### src/rtl/rv_pkg.sv
// Shared register-file widths and writeback arbiter encodings.
// Pulled in by the arbiter and its scoreboard through import rv_pkg::*.
package rv_pkg;

  localparam int unsigned XLEN       = 32;
  localparam int unsigned REG_ADDR_W = 5;
  localparam int unsigned NUM_REGS   = 1 << REG_ADDR_W;

  typedef logic [1:0] arb_state_t;

  localparam arb_state_t StEmpty = 2'd0;
  localparam arb_state_t StPend  = 2'd1;
  localparam arb_state_t StForce = 2'd2;

  // One buffered load result: destination plus data (37 bits).
  typedef struct packed {
    logic [REG_ADDR_W-1:0] addr;
    logic [XLEN-1:0]       data;
  } wb_entry_t;

  // x0 is hardwired to zero, so writes to it are never performed.
  function automatic logic writes_reg(input logic [REG_ADDR_W-1:0] addr);
    return addr != '0;
  endfunction

endpackage

### src/rtl/wb_scoreboard.sv
// Pending-load scoreboard: one bit per architectural register, set on load issue,
// cleared when the load result is written back; drives the issue stall.
module wb_scoreboard
  import rv_pkg::*;
(
  input  logic                  clk,
  input  logic                  rst,
  input  logic                  set_en_i,
  input  logic [REG_ADDR_W-1:0] set_addr_i,
  input  logic                  clr_en_i,
  input  logic [REG_ADDR_W-1:0] clr_addr_i,
  input  logic [REG_ADDR_W-1:0] rs1_i,
  input  logic [REG_ADDR_W-1:0] rs2_i,
  input  logic [REG_ADDR_W-1:0] rd_i,
  input  logic                  force_i,
  output logic                  stall_o
);

  logic [NUM_REGS-1:0] pend_q, pend_d;
  logic [NUM_REGS-1:0] set_mask, clr_mask;

  always_comb begin
    set_mask = '0;
    clr_mask = '0;
    if (set_en_i && writes_reg(set_addr_i)) begin
      set_mask[set_addr_i] = 1'b1;
    end
    if (clr_en_i) begin
      clr_mask[clr_addr_i] = 1'b1;
    end
    // Set is applied after clear so a same-cycle re-mark keeps the bit.
    pend_d    = (pend_q & ~clr_mask) | set_mask;
    pend_d[0] = 1'b0;
  end

  always_ff @(posedge clk) begin
    if (rst) begin
      pend_q <= '0;
    end else begin
      pend_q <= pend_d;
    end
  end

  // Bit 0 is never set, so x0 lookups always read 0.
  assign stall_o = pend_q[rs1_i] | pend_q[rs2_i] | pend_q[rd_i] | force_i;

endmodule

### src/rtl/wb_arbiter.sv
// Register-file writeback arbiter: the ALU always wins the single write port, a
// colliding load is parked in a one-entry buffer and forced out after STARVE_LIMIT cycles.
module wb_arbiter
  import rv_pkg::*;
#(
  parameter int unsigned STARVE_LIMIT = 4
) (
  input  logic                  clk,
  input  logic                  rst,

  input  logic                  alu_valid_i,
  input  logic [REG_ADDR_W-1:0] alu_waddr_i,
  input  logic [XLEN-1:0]       alu_wdata_i,

  input  logic                  mem_valid_i,
  output logic                  mem_ready_o,
  input  logic [REG_ADDR_W-1:0] mem_waddr_i,
  input  logic [XLEN-1:0]       mem_wdata_i,

  output logic                  reg_wen_o,
  output logic [REG_ADDR_W-1:0] reg_waddr_o,
  output logic [XLEN-1:0]       reg_wdata_o,

  input  logic                  iss_mark_i,
  input  logic [REG_ADDR_W-1:0] iss_rd_i,
  input  logic [REG_ADDR_W-1:0] iss_rs1_i,
  input  logic [REG_ADDR_W-1:0] iss_rs2_i,
  output logic                  stall_o,

  output logic                  err_o
);

  localparam logic [3:0] CntLast = 4'(STARVE_LIMIT - 1);

  arb_state_t state_q, state_d;
  wb_entry_t  buf_q, buf_d;
  logic [3:0] cnt_q, cnt_d;
  logic [3:0] cnt_inc;
  logic       err_q, err_d;

  // Write selected this cycle; it lands on reg_* at the next edge.
  logic                  wr_en;
  logic [REG_ADDR_W-1:0] wr_addr;
  logic [XLEN-1:0]       wr_data;
  logic                  wr_is_mem;

  logic                  reg_wen_q;
  logic [REG_ADDR_W-1:0] reg_waddr_q;
  logic [XLEN-1:0]       reg_wdata_q;

  assign cnt_inc = cnt_q + 4'd1;

  always_comb begin
    state_d     = state_q;
    buf_d       = buf_q;
    cnt_d       = cnt_q;
    err_d       = err_q;
    wr_en       = 1'b0;
    wr_addr     = '0;
    wr_data     = '0;
    wr_is_mem   = 1'b0;
    mem_ready_o = 1'b0;

    case (state_q)
      StEmpty: begin
        mem_ready_o = 1'b1;
        if (alu_valid_i) begin
          wr_en   = 1'b1;
          wr_addr = alu_waddr_i;
          wr_data = alu_wdata_i;
          if (mem_valid_i) begin
            buf_d.addr = mem_waddr_i;
            buf_d.data = mem_wdata_i;
            cnt_d      = '0;
            state_d    = StPend;
          end
        end else if (mem_valid_i) begin
          wr_en     = 1'b1;
          wr_addr   = mem_waddr_i;
          wr_data   = mem_wdata_i;
          wr_is_mem = 1'b1;
        end
      end

      StPend: begin
        if (alu_valid_i) begin
          wr_en   = 1'b1;
          wr_addr = alu_waddr_i;
          wr_data = alu_wdata_i;
          cnt_d   = cnt_inc;
          if (cnt_inc == CntLast) begin
            state_d = StForce;
          end
        end else begin
          wr_en     = 1'b1;
          wr_addr   = buf_q.addr;
          wr_data   = buf_q.data;
          wr_is_mem = 1'b1;
          state_d   = StEmpty;
        end
      end

      StForce: begin
        if (alu_valid_i) begin
          // The ALU has no backpressure, so it still wins; flag the starvation.
          wr_en   = 1'b1;
          wr_addr = alu_waddr_i;
          wr_data = alu_wdata_i;
          err_d   = 1'b1;
        end else begin
          wr_en     = 1'b1;
          wr_addr   = buf_q.addr;
          wr_data   = buf_q.data;
          wr_is_mem = 1'b1;
          state_d   = StEmpty;
        end
      end

      default: begin
        state_d = StEmpty;
      end
    endcase
  end

  always_ff @(posedge clk) begin
    if (rst) begin
      state_q     <= StEmpty;
      buf_q       <= '0;
      cnt_q       <= '0;
      err_q       <= 1'b0;
      reg_wen_q   <= 1'b0;
      reg_waddr_q <= '0;
      reg_wdata_q <= '0;
    end else begin
      state_q     <= state_d;
      buf_q       <= buf_d;
      cnt_q       <= cnt_d;
      err_q       <= err_d;
      reg_wen_q   <= wr_en & writes_reg(wr_addr);
      reg_waddr_q <= wr_addr;
      reg_wdata_q <= wr_data;
    end
  end

  assign reg_wen_o   = reg_wen_q;
  assign reg_waddr_o = reg_waddr_q;
  assign reg_wdata_o = reg_wdata_q;
  assign err_o       = err_q;

  wb_scoreboard u_scoreboard (
    .clk        (clk),
    .rst        (rst),
    .set_en_i   (iss_mark_i),
    .set_addr_i (iss_rd_i),
    .clr_en_i   (wr_en & wr_is_mem),
    .clr_addr_i (wr_addr),
    .rs1_i      (iss_rs1_i),
    .rs2_i      (iss_rs2_i),
    .rd_i       (iss_rd_i),
    .force_i    (state_q == StForce),
    .stall_o    (stall_o)
  );

endmodule
### config.mk
export PLATFORM = sky130hd
export DESIGN_NAME = wb_arbiter
export DESIGN_NICKNAME = d
export VERILOG_FILES = /design/src/rtl/rv_pkg.sv /design/src/rtl/wb_scoreboard.sv /design/src/rtl/wb_arbiter.sv
export SDC_FILE = /design/constraint.sdc
export NUM_CORES = 1
export LEC_CHECK = 0
export ABC_AREA = 1
export BUFFER_PORTS_ARGS = -buffer_cell sky130_fd_sc_hd__buf_2
export CORE_ASPECT_RATIO = 1.1
export CORE_MARGIN = 8
export CORE_UTILIZATION = 54
export CTS_CLUSTER_SIZE = 40
export DETAILED_ROUTE_END_ITERATION = 16
export PLACE_DENSITY = 0.8
export SETUP_SLACK_MARGIN = 0.4
export SLEW_MARGIN = 25
export SYNTH_ARGS = -nofsm -noshare
export SYNTH_HDL_FRONTEND = slang
export SYNTH_SLANG_ARGS = --single-unit
### constraint.sdc
create_clock -name clk -period 2.4 [get_ports clk]
set_input_delay 0.24 -clock clk [delete_from_list [all_inputs] [get_ports clk]]
set_output_delay 0.24 -clock clk [all_outputs]
set_load 0.02 [all_outputs]
## Word-level counts from Yosys, hierarchy flattened

Index checks and enable logic that the tools add are counted.

| word-level totals | value |
|---|---|
| register bits after elaboration | 114 |
| input bits | 94 |
| logic and storage cells | 82 |
| output and inout bits | 41 |

| cells by class | value |
|---|---|
| bitwise gates (word level) | 8 |
| $lt $le $gt $ge | 6 |
| $add $sub $neg | 1 |
| multiplexer cells | 37 |
| equality and inequality tests | 8 |
| reductions and logical operators | 12 |

Operators by type and width:

| operator | number |
|---|---|
| $mux W32 | 5 |
| $pmux W32 S2 | 1 |
| $and A32 B32 Y32 | 1 |
| $not A32 Y32 | 1 |
| $or A32 B32 Y32 | 1 |
| $lt A5 B6 Y1 const B | 4 |
| $bmux W1 S5 | 3 |
| $mux W5 | 3 |
| $mux W4 | 3 |
| $demux W1 S5 | 2 |
| $ge A5 B1 Y1 const B | 2 |
| $mux W1 | 10 |
| $mux W2 | 5 |
| $pmux W5 S2 | 1 |
| $reduce_bool A5 Y1 | 2 |
| $ne A2 B2 Y1 const B | 4 |
| $pmux W4 S2 | 1 |
| $reduce_and A4 Y1 | 2 |
| $pmux W2 S3 | 1 |
| $add A4 B1 Y4 const B | 1 |
| $eq A4 B2 Y1 const B | 1 |
| $pmux W1 S2 | 2 |
| $logic_and A1 B1 Y1 | 3 |
| $ne A3 B3 Y1 const B | 1 |
| 9 further kinds | 12 |

## Longest topological paths before layout

| depth | value |
|---|---|
| word-level depth | 11 |
| depth in mapped cells | 13 |
| gate-level depth less buffers | 12 |

## Hierarchy

From an unflattened synthesis, not the netlist that was laid out.

| second synthesis, totals | value |
|---|---|
| cells, all modules | 914 |
| area total of the unflattened synthesis | 6050.8 um^2 |

Modules (own cells, without submodules):

| module | sequential area each (um^2) | area each (um^2) | times used | cells each |
|---|---|---|---|---|
| wb_arbiter | 1641.6 | 3644.7 | 1 | 499 |
| wb_scoreboard | 620.6 | 2406.1 | 1 | 415 |

## Worst setup path before layout

OpenSTA, ideal clock, no wires.

| timing path | value |
|---|---|
| path kind | reg-to-reg |
| start | register state_q[0] |
| end | register u_scoreboard.pend_q[12] |
| clock period less this slack | 1.822 ns |
| data arrival time | 1.689 ns |
| buffers on the path | 1 |
| stages on the path, launching flop included | 12 |
| required time | 2.268 ns |
| path slack | 0.578 ns |
| library setup time | 0.132 ns |
| path through | dfxtp_1 -> inv_1 -> ha_1 -> buf_4 -> nand3_1 -> nand3_1 -> nor2_4 -> nand2_1 -> nor2_4 -> nand3_1 -> nand2_1 -> a21oi_1 |

| on the way | value |
|---|---|
| cells in the longest elaborated chain, start to end | 11 |
| elaborated cells on any way between the ends | 17 |

RTL lines:

| what | line | source |
|---|---|---|
| from (decl) | wb_arbiter.sv:35 | `arb_state_t state_q, state_d;` |
| from (signal assigned) | wb_arbiter.sv:127 | `state_q <= StEmpty;` |
| from (signal assigned) | wb_arbiter.sv:135 | `state_q <= state_d;` |
| $eq A2 B1 Y1 / $eq A2 B2 Y1 (equally long branches) | wb_arbiter.sv:64 | `case (state_q)` |
| $reduce_or A2 Y1 (no line) | - |  |
| $pmux W5 S2 | wb_arbiter.sv:64 |  |
| $lt A5 B6 Y1 (not written as such) / $ge A5 B1 Y1 (equally long branches) | wb_scoreboard.sv:29 | `clr_mask[clr_addr_i] = 1'b1;` |
| $logic_and A1 B1 Y1 (not written as such) | wb_scoreboard.sv:29 |  |
| $mux W1 (not written as such) | wb_scoreboard.sv:29 |  |
| $demux W1 S5 | - |  |
| $mux W32 (*) | wb_scoreboard.sv:28 | `if (clr_en_i) begin` |
| $not A32 Y32 (*) | wb_scoreboard.sv:32 | `pend_d = (pend_q & ~clr_mask) \| set_mask;` |
| $and A32 B32 Y32 (*) | wb_scoreboard.sv:32 |  |
| $or A32 B32 Y32 (*) | wb_scoreboard.sv:32 |  |
| to (signal assigned) | wb_scoreboard.sv:40 | `pend_q <= pend_d;` |
| to (decl) | wb_scoreboard.sv:19 | `logic [NUM_REGS-1:0] pend_q, pend_d;` |

Mark *: on every way between the ends. The rest lies on a longest branch, timed or not.
A chain may end at the register's enable or synchronous reset.

## Worst setup path after layout

| timing path | value |
|---|---|
| start | register state_q[1] |
| end | register u_scoreboard.pend_q[13] |

Same word-level chain as after synthesis.

==> results.toml <==
[status]
outcome = "complete, no violations"

[cts]
cts_tree = "yes"
cts_sinks = 113
max-clock-path-buffers = 2
cts_hold_buf = 0
cts_max_level = 4
clockRootBuffer = "clkbuf_16"
cts.clk_slew.worst_paths_ns = 0.05
cts_buffers = 17
clock_latency_ns = 0.41

[critical_path]
worstSetupPathType = "reg2reg"
worstPathRequired_ns = 2.67
regToRegSetupSlack_ns = 0.49
start_kind = "register"
critPathArrivalTime_ns = 2.18
cp-end-kind = "register"
crit_fanout = 8

[routing]
drtPass1Iterations = 5
via_count = 6404
drtIter0Drc = 590
wl_per_cell_um = 14.94
vias_per_cell = 5.460
route.detailed.drc = 0
routed_wl_mm = 17.52
drtAntennaViolNets = 0

[floorplanning]
initial_core_util_pct = 55.52
fp.dieArea_um2 = 14250
boundaryPins = 135
die_height_um = 124.4
core-area_um2 = 10390
die_x_um = 114.6
fp-row-count = 39

[synthesis]
synth_area_um2 = 5771
yosys.area.top_type = "dfxtp_1"
synth_area_per_cell_um2 = 6.535
yosysSeqAreaShare_pct = 39.20
syn_nets = 983
syn_inst = 883
synth_cell_type_count = 26
yosysWarnings = 0
synth_area_leaders = "dfxtp_1 39%, nand2_1 16%, nand3_1 7.3%"
yosys_register_bits = 113
synth_top_area_share_pct = 39.20

[placed_design]
placed_cell_area_um2 = 6565
gp_congestion = 0.8958
dp_hpwl_mm = 12.22
port_buffers = 134

[timing]
setup_viol = 0
finalClockSkew_ns = 0.004544
min_period_over_period_pct = 79.59
whs_ns = 0.06987
finalCriticalPeriod_ns = 1.910
hold_viol_final = 0
rsz0062_at_grt = "no"
fin_setup_tns_ns = 0
tightest_slew_ns = 0.4969
relSlewSlack_pct = 66.87
fmax_ghz = 0.5235
maxSlewViolCount = 0

[global_route]
grt_max_degree = 56
grt_busiest_layer = "met2"
use_met3_pct = 9.020
grt_pass1_wl_mm = 28.65
grt_pass1_vias = 5997
track_usage_pct = 24.46
met1_usage_pct = 28.30
use_met2_pct = 39.94
grt_antenna_before_repair = 0
grt_overflow = 0

[power_and_ir_drop]
p_leak_nw = 3.292
powerDensity_nw_per_um2 = 787.1
peakVddDrop_mv = 0.6386

[cells_and_area]
drive_gt1_share_pct = 23.79
stdcell_area_um2 = 7357
synthToLayoutAreaGrowth_pct = 27.49
layout.nets = 1117
final_util_pct = 70.78
diodes = 0
fillers = 868

[flow_run]
maxCapViolCount = 0

[hold_path]
hp-class = "in2reg"
## through the flow
stage          total power (W)  cells  setup slack (ns)
6_report              0.005791   1173            0.4897
5_1_grt               0.006025   1173            0.3885
4_1_cts               0.005731   1168            0.4098
3_5_place_dp          0.003189   1134            0.3712
3_3_place_gp          0.003177   1134            0.3961
2_1_floorplan         0.002835    883            0.5783
## registers in the layout, indices dropped and copies added (netlist names)
name / count
buf_q: 37
reg_wdata_o: 32
u_scoreboard.pend_q: 31
reg_waddr_o: 5
cnt_q: 4
state_q: 2
err_o: 1
reg_wen_o: 1
## critical path: stages (launching register included)
cell	delay, ns
dfxtp_2	0.35
inv_1	0.08
ha_4	0.28
inv_2	0.06
nand2_2	0.14
nand3_1	0.10
nand3_1	0.16
nand2_2	0.12
nor2_4	0.22
nand3_1	0.12
nand2_1	0.07
a21oi_1	0.06
## per-layer routing
metal,routed length [um],vias up
met5,0,-
li1,-,3148
met1,7063,2963
met4,346,0
met3,1635,30
met2,8478,263
## where the power goes
group	switching [W]	internal, W
Clock	0.000872	0.00165
Combinational	0.000777	0.000407
Sequential	0.0000537	0.00203
Total	0.00170	0.00409
## synthesized netlist by cell type (all sizes together)
cell and n:
inv 92, nand2 251, nand3 89, xor2 1
xnor2 1, a31oi 10, clkbuf 29, nand4 5
nor2 110, clkinv 2, ha 6, a221oi 22
dfxtp 113, o211ai 6, a21oi 67, buf 14
nor3 7, o21ai 58
## worst paths after layout
check | depth (start not counted) | endpoint | start
setup reg to reg | 11 | u_scoreboard.pend_q[13]$_SDFF_PP0_ | state_q[1]$_SDFFE_PP0P_
hold reg to reg | 2 | buf_q[22]$_SDFFE_PP0P_ | buf_q[22]$_SDFFE_PP0P_
hold / removal | 3 | buf_q[10]$_SDFFE_PP0P_ | mem_wdata_i[10]
setup / recovery | 11 | u_scoreboard.pend_q[13]$_SDFF_PP0_ | state_q[1]$_SDFFE_PP0P_
## final cells by class
class | count | area [um^2] | share of cell area, %
inverter | 94 | 361.6 | 4.915
multi-input combinational | 633 | 3069 | 41.72
sequential | 113 | 2277 | 30.95
timing repair buffer | 158 | 865.8 | 11.77
clock buffer | 19 | 442.9 | 6.020
tap | 143 | 178.9 | 2.432
clock inverter | 13 | 161.4 | 2.194
## timing repair
| item | in CTS | in global routing |
|---|---|---|
| setup endpoints to repair | 28 | 66 |
| buffers inserted | 2 | 5 |
| resized for setup | 8 | 47 |
| pin swaps | 2 | 10 |
## cells in the final DEF, fill, tap and decap left out, drive strengths merged
master,instances
buf,157
ha,6
o21ai,58
a221oi,22
o211ai,6
a31oi,10
a21oi,67
inv,93
nor2,110
dfxtp,113
nand4,5
xnor2,1
clkinv,3
nand3,89
clkinvlp,8
nor3,7
nand2,251
xor2,1
clkbuf,20
bufinv,3
## kinds of logic after synthesis
| group | synth area share (%) |
|---|---|
| simple gates | 33.87 |
| xor+xnor | 0.3036 |
| compound gates | 16.04 |
| fa+ha+maj | 1.301 |
| flops | 39.20 |
| buf+inv | 9.280 |
No activity file was read; power rests on OpenSTA's default activity.
